## src/rtl/sb_edge_cfg_param.sv

```systemverilog
// Parametrised bottom-row edge switch block: left-track muxes programmed by a serial config chain.
// Optional SB_CFG_PARITY_EN appends an even-parity bit to the chain and blocks left outputs on error.
module sb_edge_cfg_param #(
  parameter int CHAN_WIDTH = 9,
  parameter int NUM_PADS   = 10
) (
  input  logic                  prog_clk,
  input  logic                  prog_reset_n,
  input  logic                  ccff_head,
  input  logic                  ccff_en,
  input  logic [CHAN_WIDTH-1:0] chany_top_in,
  input  logic [CHAN_WIDTH-1:0] chanx_left_in,
  input  logic [NUM_PADS-1:0]   pad_in,
  output logic [CHAN_WIDTH-1:0] chany_top_out,
  output logic [CHAN_WIDTH-1:0] chanx_left_out,
  output logic                  ccff_tail,
  output logic                  cfg_done,
  output logic                  cfg_err
);

  localparam int CFG_BITS = 2 * CHAN_WIDTH;
`ifdef SB_CFG_PARITY_EN
  localparam int CHAIN_LEN = CFG_BITS + 1;
`else
  localparam int CHAIN_LEN = CFG_BITS;
`endif
  localparam int CNT_W = $clog2(CHAIN_LEN + 1);

  typedef enum logic [1:0] {S_EMPTY, S_LOADING, S_DONE} state_t;

  state_t                r_state;
  state_t                w_state_next;
  logic [CNT_W-1:0]      r_bit_cnt;
  logic [CNT_W-1:0]      w_bit_cnt_next;
  logic [CHAIN_LEN-1:0]  r_cfg;
  logic [CHAIN_LEN-1:0]  w_cfg_shifted;
  logic [CHAN_WIDTH-1:0] w_mux;

  assign w_cfg_shifted = {r_cfg[CHAIN_LEN-2:0], ccff_head};

  always_ff @(posedge prog_clk or negedge prog_reset_n) begin
    if (!prog_reset_n) begin
      r_state   <= S_EMPTY;
      r_bit_cnt <= '0;
      r_cfg     <= '0;
    end else begin
      r_state   <= w_state_next;
      r_bit_cnt <= w_bit_cnt_next;
      if (ccff_en) begin
        r_cfg <= w_cfg_shifted;
      end
    end
  end

  // Any enabled shift out of DONE starts a fresh load at count 1.
  always_comb begin
    w_state_next   = r_state;
    w_bit_cnt_next = r_bit_cnt;
    if (ccff_en) begin
      case (r_state)
        S_EMPTY: begin
          w_state_next   = S_LOADING;
          w_bit_cnt_next = CNT_W'(1);
        end
        S_LOADING: begin
          w_bit_cnt_next = r_bit_cnt + CNT_W'(1);
          if (r_bit_cnt == CNT_W'(CHAIN_LEN - 1)) begin
            w_state_next = S_DONE;
          end
        end
        S_DONE: begin
          w_state_next   = S_LOADING;
          w_bit_cnt_next = CNT_W'(1);
        end
        default: begin
          w_state_next   = S_EMPTY;
          w_bit_cnt_next = '0;
        end
      endcase
    end
  end

  assign cfg_done  = (r_state == S_DONE);
  assign ccff_tail = r_cfg[CHAIN_LEN-1];

`ifdef SB_CFG_PARITY_EN
  logic r_cfg_err;

  // Parity is judged on the chain contents as they stand after the final shift.
  always_ff @(posedge prog_clk or negedge prog_reset_n) begin
    if (!prog_reset_n) begin
      r_cfg_err <= 1'b0;
    end else if (ccff_en) begin
      if (r_state == S_DONE) begin
        r_cfg_err <= 1'b0;
      end else if (w_state_next == S_DONE) begin
        r_cfg_err <= ^w_cfg_shifted;
      end
    end
  end

  assign cfg_err = r_cfg_err;
`else
  assign cfg_err = 1'b0;
`endif

  for (genvar gi = 0; gi < CHAN_WIDTH; gi++) begin : g_track
    localparam int TOP_IDX = (CHAN_WIDTH - gi) % CHAN_WIDTH;
    localparam int PAD_A   = gi % NUM_PADS;
    localparam int PAD_B   = (gi + CHAN_WIDTH) % NUM_PADS;

    logic [1:0] w_sel;
    assign w_sel = {r_cfg[2*gi], r_cfg[2*gi+1]};

    assign w_mux[gi] = (w_sel == 2'd0) ? chany_top_in[TOP_IDX] :
                       (w_sel == 2'd1) ? pad_in[PAD_A] :
                       (w_sel == 2'd2) ? pad_in[PAD_B] : 1'b0;

    assign chany_top_out[TOP_IDX] = chanx_left_in[gi];
  end

  assign chanx_left_out = (cfg_done && !cfg_err) ? w_mux : '0;

endmodule
```

## config.mk

```make
export PLATFORM = sky130hd
export DESIGN_NAME = sb_edge_cfg_param
export DESIGN_NICKNAME = d
export VERILOG_FILES = /design/src/rtl/sb_edge_cfg_param.sv
export SDC_FILE = /design/constraint.sdc
export NUM_CORES = 1
export LEC_CHECK = 0
export CORE_AREA = 2 2 62 64
export CTS_CLUSTER_DIAMETER = 200
export DETAILED_ROUTE_END_ITERATION = 10
export DIE_AREA = 0 0 64 66
export PLACE_DENSITY = 0.74
export SYNTH_ARGS = -nofsm -noshare
export SYNTH_HDL_FRONTEND = slang
export SYNTH_SLANG_ARGS = --single-unit
export TNS_END_PERCENT = 20
```

## constraint.sdc

```tcl
create_clock -name prog_clk -period 1.1 [get_ports prog_clk]
set_input_delay 0.33 -clock prog_clk [delete_from_list [all_inputs] [get_ports prog_clk]]
set_output_delay 0.33 -clock prog_clk [all_outputs]
set_load 0.05 [all_outputs]
```

; ---- Word level (Yosys, flattened, before mapping)
; Index checks and enable logic that the tools add are counted.
; Widths: inputs -> output; s select.
[totals]
reg_bits = 25
latch_bits = 0
ram_bits = 0
romBits = 0
inputBits = 32
out_inout_bits = 21
elab_cells = 69
mem_count = 0
[op_classes]
n_addsub = 1
multipliers = 0
div_mod_pow = 0
order_cmp = 0
eq_ne = 22
shift = 0
n_mux = 31
n_bitwise = 0
reduce_logical = 12
[op_table]
columns = op, n
row1 = $mux 1, 27
row2 = $eq 2x1->1 const B, 10
row3 = $eq 2x2->1 const B, 10
row4 = $logic_not 2->1, 10
row5 = $pmux 5 s2, 1
row6 = $mux 9, 1
row7 = $add 5x1->5 const B, 1
row8 = $eq 5x5->1 const B, 1
row9 = $pmux 2 s2, 1
row10 = $mux 2, 1
row11 = $ne 2x2->1 const B, 1
row12 = $reduce_and 2->1, 1
row13 = $reduce_or 2->1, 1

; ---- Longest topological paths before layout
[logic_depth]
depth_word = 5
depth_mapped = 4
mapped_depth_nobuf = 4

; ---- Worst setup path before layout
; Ideal clock, no wire load.
[synth_path]
path_kind = reg2out
start = register r_state[1]
end = output chanx_left_out[0]
t_arrival_ps = 1478
required_ps = 770
slack_ps = -708
path_stages_with_launch = 4
n_path_buf = 0
cell_sequence = dfrtp_1 > inv_1 > nor2_2 > and2_1
[synth_via]
elab_chain_len = 2
[synth_rtl]
columns = element, line
row1 = start: declaration, 31  ; state_t r_state;
row2 = start signal: assignment, 47  ; r_state <= w_state_next;
row3 = $eq 2x2->1, 83  ; assign cfg_done = (r_state == S_DONE);
row4 = net cfg_done, 17  ; output logic cfg_done,
row5 = $mux 9, 122  ; assign chanx_left_out = (cfg_done && !cfg_err) ? w_mux : '0;
row6 = end: declaration, 15  ; output logic [CHAN_WIDTH-1:0] chanx_left_out,
; The timed path passes the listed nets, and every way through them passes these cells.

; ---- Worst setup path after layout
[layout_path]
start = input chany_top_in[2]
end = output chanx_left_out[7]
[layout_via]
elab_chain_len = 2
[layout_rtl]
columns = element, line
row1 = start: declaration, 11  ; input logic [CHAN_WIDTH-1:0] chany_top_in,
row2 = $mux 1, 115  ; assign w_mux[gi] = (w_sel == 2'd0) ? chany_top_in[TOP_IDX] :
row3 = $mux 9, 122
; No other way between the ends.

==> impl_metrics.csv <==
group,metric,value,unit
cts,clock_latency,0.32,ns
critical_path,r2r_cells,5,
die,die_w,64,um
power_and_ir_drop,total_power,3.42,mW
global_route,overflow,0,
sta,tns,-5.62,ns
power_and_ir_drop,p_leak,0.869,nW
placement,post-place-ws,-0.618,ns
route,first_pass_iters,2,
critical_path,path_max_fanout,1,
job,drv_cap,0,
cts,hold_buffers,0,
outcome,violations,"setup timing",
yosys,avgSynthCellArea,11.3,um^2
sta,setup_ws,-0.577,ns
yosys,yosysWarnings,0,
sta,min_period,1.68,ns
critical_path,end_kind,"output pin",
placement,place_inst,201,
sta,final-max-slew-violation-count,0,
yosys,synthCells,119,
critical_path,required,0.77,ns
route,num_vias,1004,
die,rows,22,
die,ios,53,
critical_path,reg2reg_from,"r_state[1]",
final_layout,post-route-util,56.5,%
critical_path,timing.rr.end,"r_bit_cnt[1]",
die,core-area,3550,um^2
global_route,grt_pass1_vias,1064,
die,die_h,66,um
global_route,grt_first_pass_wirelength,4510,um
global_route,grtUsageTotal,13.6,%
final_layout,drive_gt1_share,33.1,%
critical_path,r2r_slack,-0.05,ns
yosys,yosys.area.top_type,"dfrtp_1",
placement,io_buffer_count,33,
final_layout,postLayoutCellArea,2010,um^2
die,initial_core_util,37.9,%
route,vias_per_cell,4.83,
power_and_ir_drop,peakVddDrop,0.662,mV
route,ant_nets,0,
critical_path,worstSetupPathType,"in2out",
cts,cts_buffer_depth,2,
cts,clk_pin_slew_worst_paths,0.13,ns
cts,clockRootBuffer,"clkbuf_4",
outcome,outcome,"complete, but fails checks",
yosys,ys_ff_latch,25,
final_layout,area_growth,49.2,%
sta,rsz0062_at_grt,"true",
route,drc,0,
critical_path,startpoint,"chany_top_in[2]",
yosys,synth_cell_types,25,
route,wl_per_cell,12.2,um
sta,clock_skew,0.00565,ns
route,wl,2530,um
sta,fin_hold_ws,0.355,ns
final_layout,instances_no_fill,208,
cts,htreeDepth,1,
yosys,synth_top_area_share,46.5,%
yosys,syn-num-nets,153,
placement,placed_cell_area,1910,um^2
cts,cts_buffers,3,
route,dr.first_iter.drc_count,23,
final_layout,fin_nets,195,
critical_path,start_kind,"primary input",
yosys,seq_area_frac_synth,46.5,%
cts,tritoncts,"done",
yosys,netlist_area,1350,um^2
sta,finalSetupViolCount,13,
global_route,grt_start_max_net_pins,31,
sta,finalCritPeriodShare,152,%
global_route,antenna_found_initial,0,
die,die_area,4220,um^2
placement,hpwl,1900,um
power_and_ir_drop,pwr_density_cell,1710,nW/um^2
yosys,ys_top_cells_by_area,"dfrtp_1 47%, mux2_1 13%, mux2i_1 6.7%, buf_4 6.1%, and2_1 4.2%",
cts,cts_sinks,25,
final_layout,n_antenna_cell,0,
critical_path,endpoint,"chanx_left_out[7]",
critical_path,critical_path_arrival,1.35,ns
sta,hold_violations,0,
placement,routabilityCongestion,0.658,
sta,fmax,596,MHz
hold_path,worst_hold_path_type,"in2async",
==> final cells by class <==
| class | instances | area [um^2] |
|---|---|---|
| fillers | 311 | 1540 |
| clock inverters | 1 | 5.00 |
| flip-flops and latches | 25 | 628 |
| multi-input cells | 79 | 664 |
| well taps | 48 | 60.1 |
| inverters | 2 | 7.51 |
| repair buffers | 50 | 619 |
| clock buffers | 3 | 22.5 |
==> worst min path at each step <==
stage / startpoint / endpoint / slack, ns / depth (start not counted)
2_1_floorplan: prog_reset_n / r_bit_cnt[0] / 0.03 / 0
3_5_place_dp: r_cfg[8] / r_cfg[8] / 0.53 / 1
6_report: prog_reset_n / r_cfg[3] / 0.36 / 2
5_1_grt: prog_reset_n / r_cfg[4] / 0.35 / 2
4_1_cts: prog_reset_n / r_cfg[3] / 0.36 / 2
3_3_place_gp: r_cfg[16] / r_cfg[16] / 0.52 / 1
==> cells in the mapped netlist <==
master	instances
dfrtp_1	25
mux2_1	15
buf_4	11
and2_1	9
mux2i_1	9
nand2_1	7
o22ai_1	6
nor2_1	5
nand3b_1	4
o21ai_0	4
mux2_2	3
nand4_1	3
xor2_1	3
buf_2	2
ha_1	2
inv_1	2
a211oi_2	1
a31o_1	1
and2_4	1
conb_1	1
nand2b_1	1
nor2_2	1
nor2b_1	1
o211ai_1	1
o21a_1	1
==> layout by cell type, fill, tap and decap left out, drive strengths merged <==
cell	synthesis	final
o22ai	6	6
nand2b	1	1
dlygate4sd2	0	3
dfrtp	25	25
o211ai	1	1
nand4	3	3
nor2	6	6
clkinv	0	1
o21ai	4	4
nor2b	1	1
nand2	7	7
inv	2	2
clkbuf	0	3
mux2	18	18
ha	2	2
dlymetal6s2s	0	1
xor2	3	3
nand3b	4	4
a211oi	1	1
a31o	1	1
o21a	1	1
mux2i	9	9
conb	1	1
clkdlybuf4s50	0	18
and2	10	10
buf	13	28
==> sequential cells by signal (all words and copies together) (netlist names) <==
signal / flops
r_cfg: 18
r_bit_cnt: 5
r_state: 2
==> routing by layer <==
| metal | GRT usage (%) | routed length, um | part of all wire [%] | vias to the layer above |
|---|---|---|---|---|
| li1 | - | - | - | 494 |
| met2 | 26.0 | 1380 | 54 | 29 |
| met5 | 0 | 0 | 0 | - |
| met4 | 5.98 | 38 | 1.5 | 0 |
| met3 | 3.58 | 142 | 5.6 | 4 |
| met1 | 13.9 | 977 | 39 | 477 |
==> timing repair <==
item / 4_1_cts / 5_1_grt
setup buffers: 3 / 0
pin swaps: 6 / 7
gates resized for setup: 13 / 5
setup endpoints to repair: 34 / 17
==> cells by family after synthesis <==
| family | count (synthesis) | share of synthesized area, % |
|---|---|---|
| AOI/OAI and AO/OA | 14 | 6.98 |
| xor gates and xnor gates | 3 | 1.95 |
| adders and majority gates | 2 | 1.86 |
| buffers and inverters | 15 | 7.44 |
| DFF | 25 | 46.5 |
| muxes | 27 | 21.8 |
| other | 1 | 0.279 |
| and+or+nand+nor | 32 | 13.2 |
==> worst max-delay path: stages <==
cell	delay, ns
clkdlybuf4s50_1	0.46
mux2i_1	0.07
o22ai_1	0.17
and2_4	0.18
buf_12	0.13
==> power by group <==
group          switching, mW  total, mW  internal (mW)  leakage, nW
Clock                  0.264      0.401          0.136       0.0177
Combinational          0.543       1.40          0.859        0.553
Sequential             0.337       1.62           1.28        0.298
Total                   1.14       3.42           2.28        0.869
(Power assumes the default switching activity.)
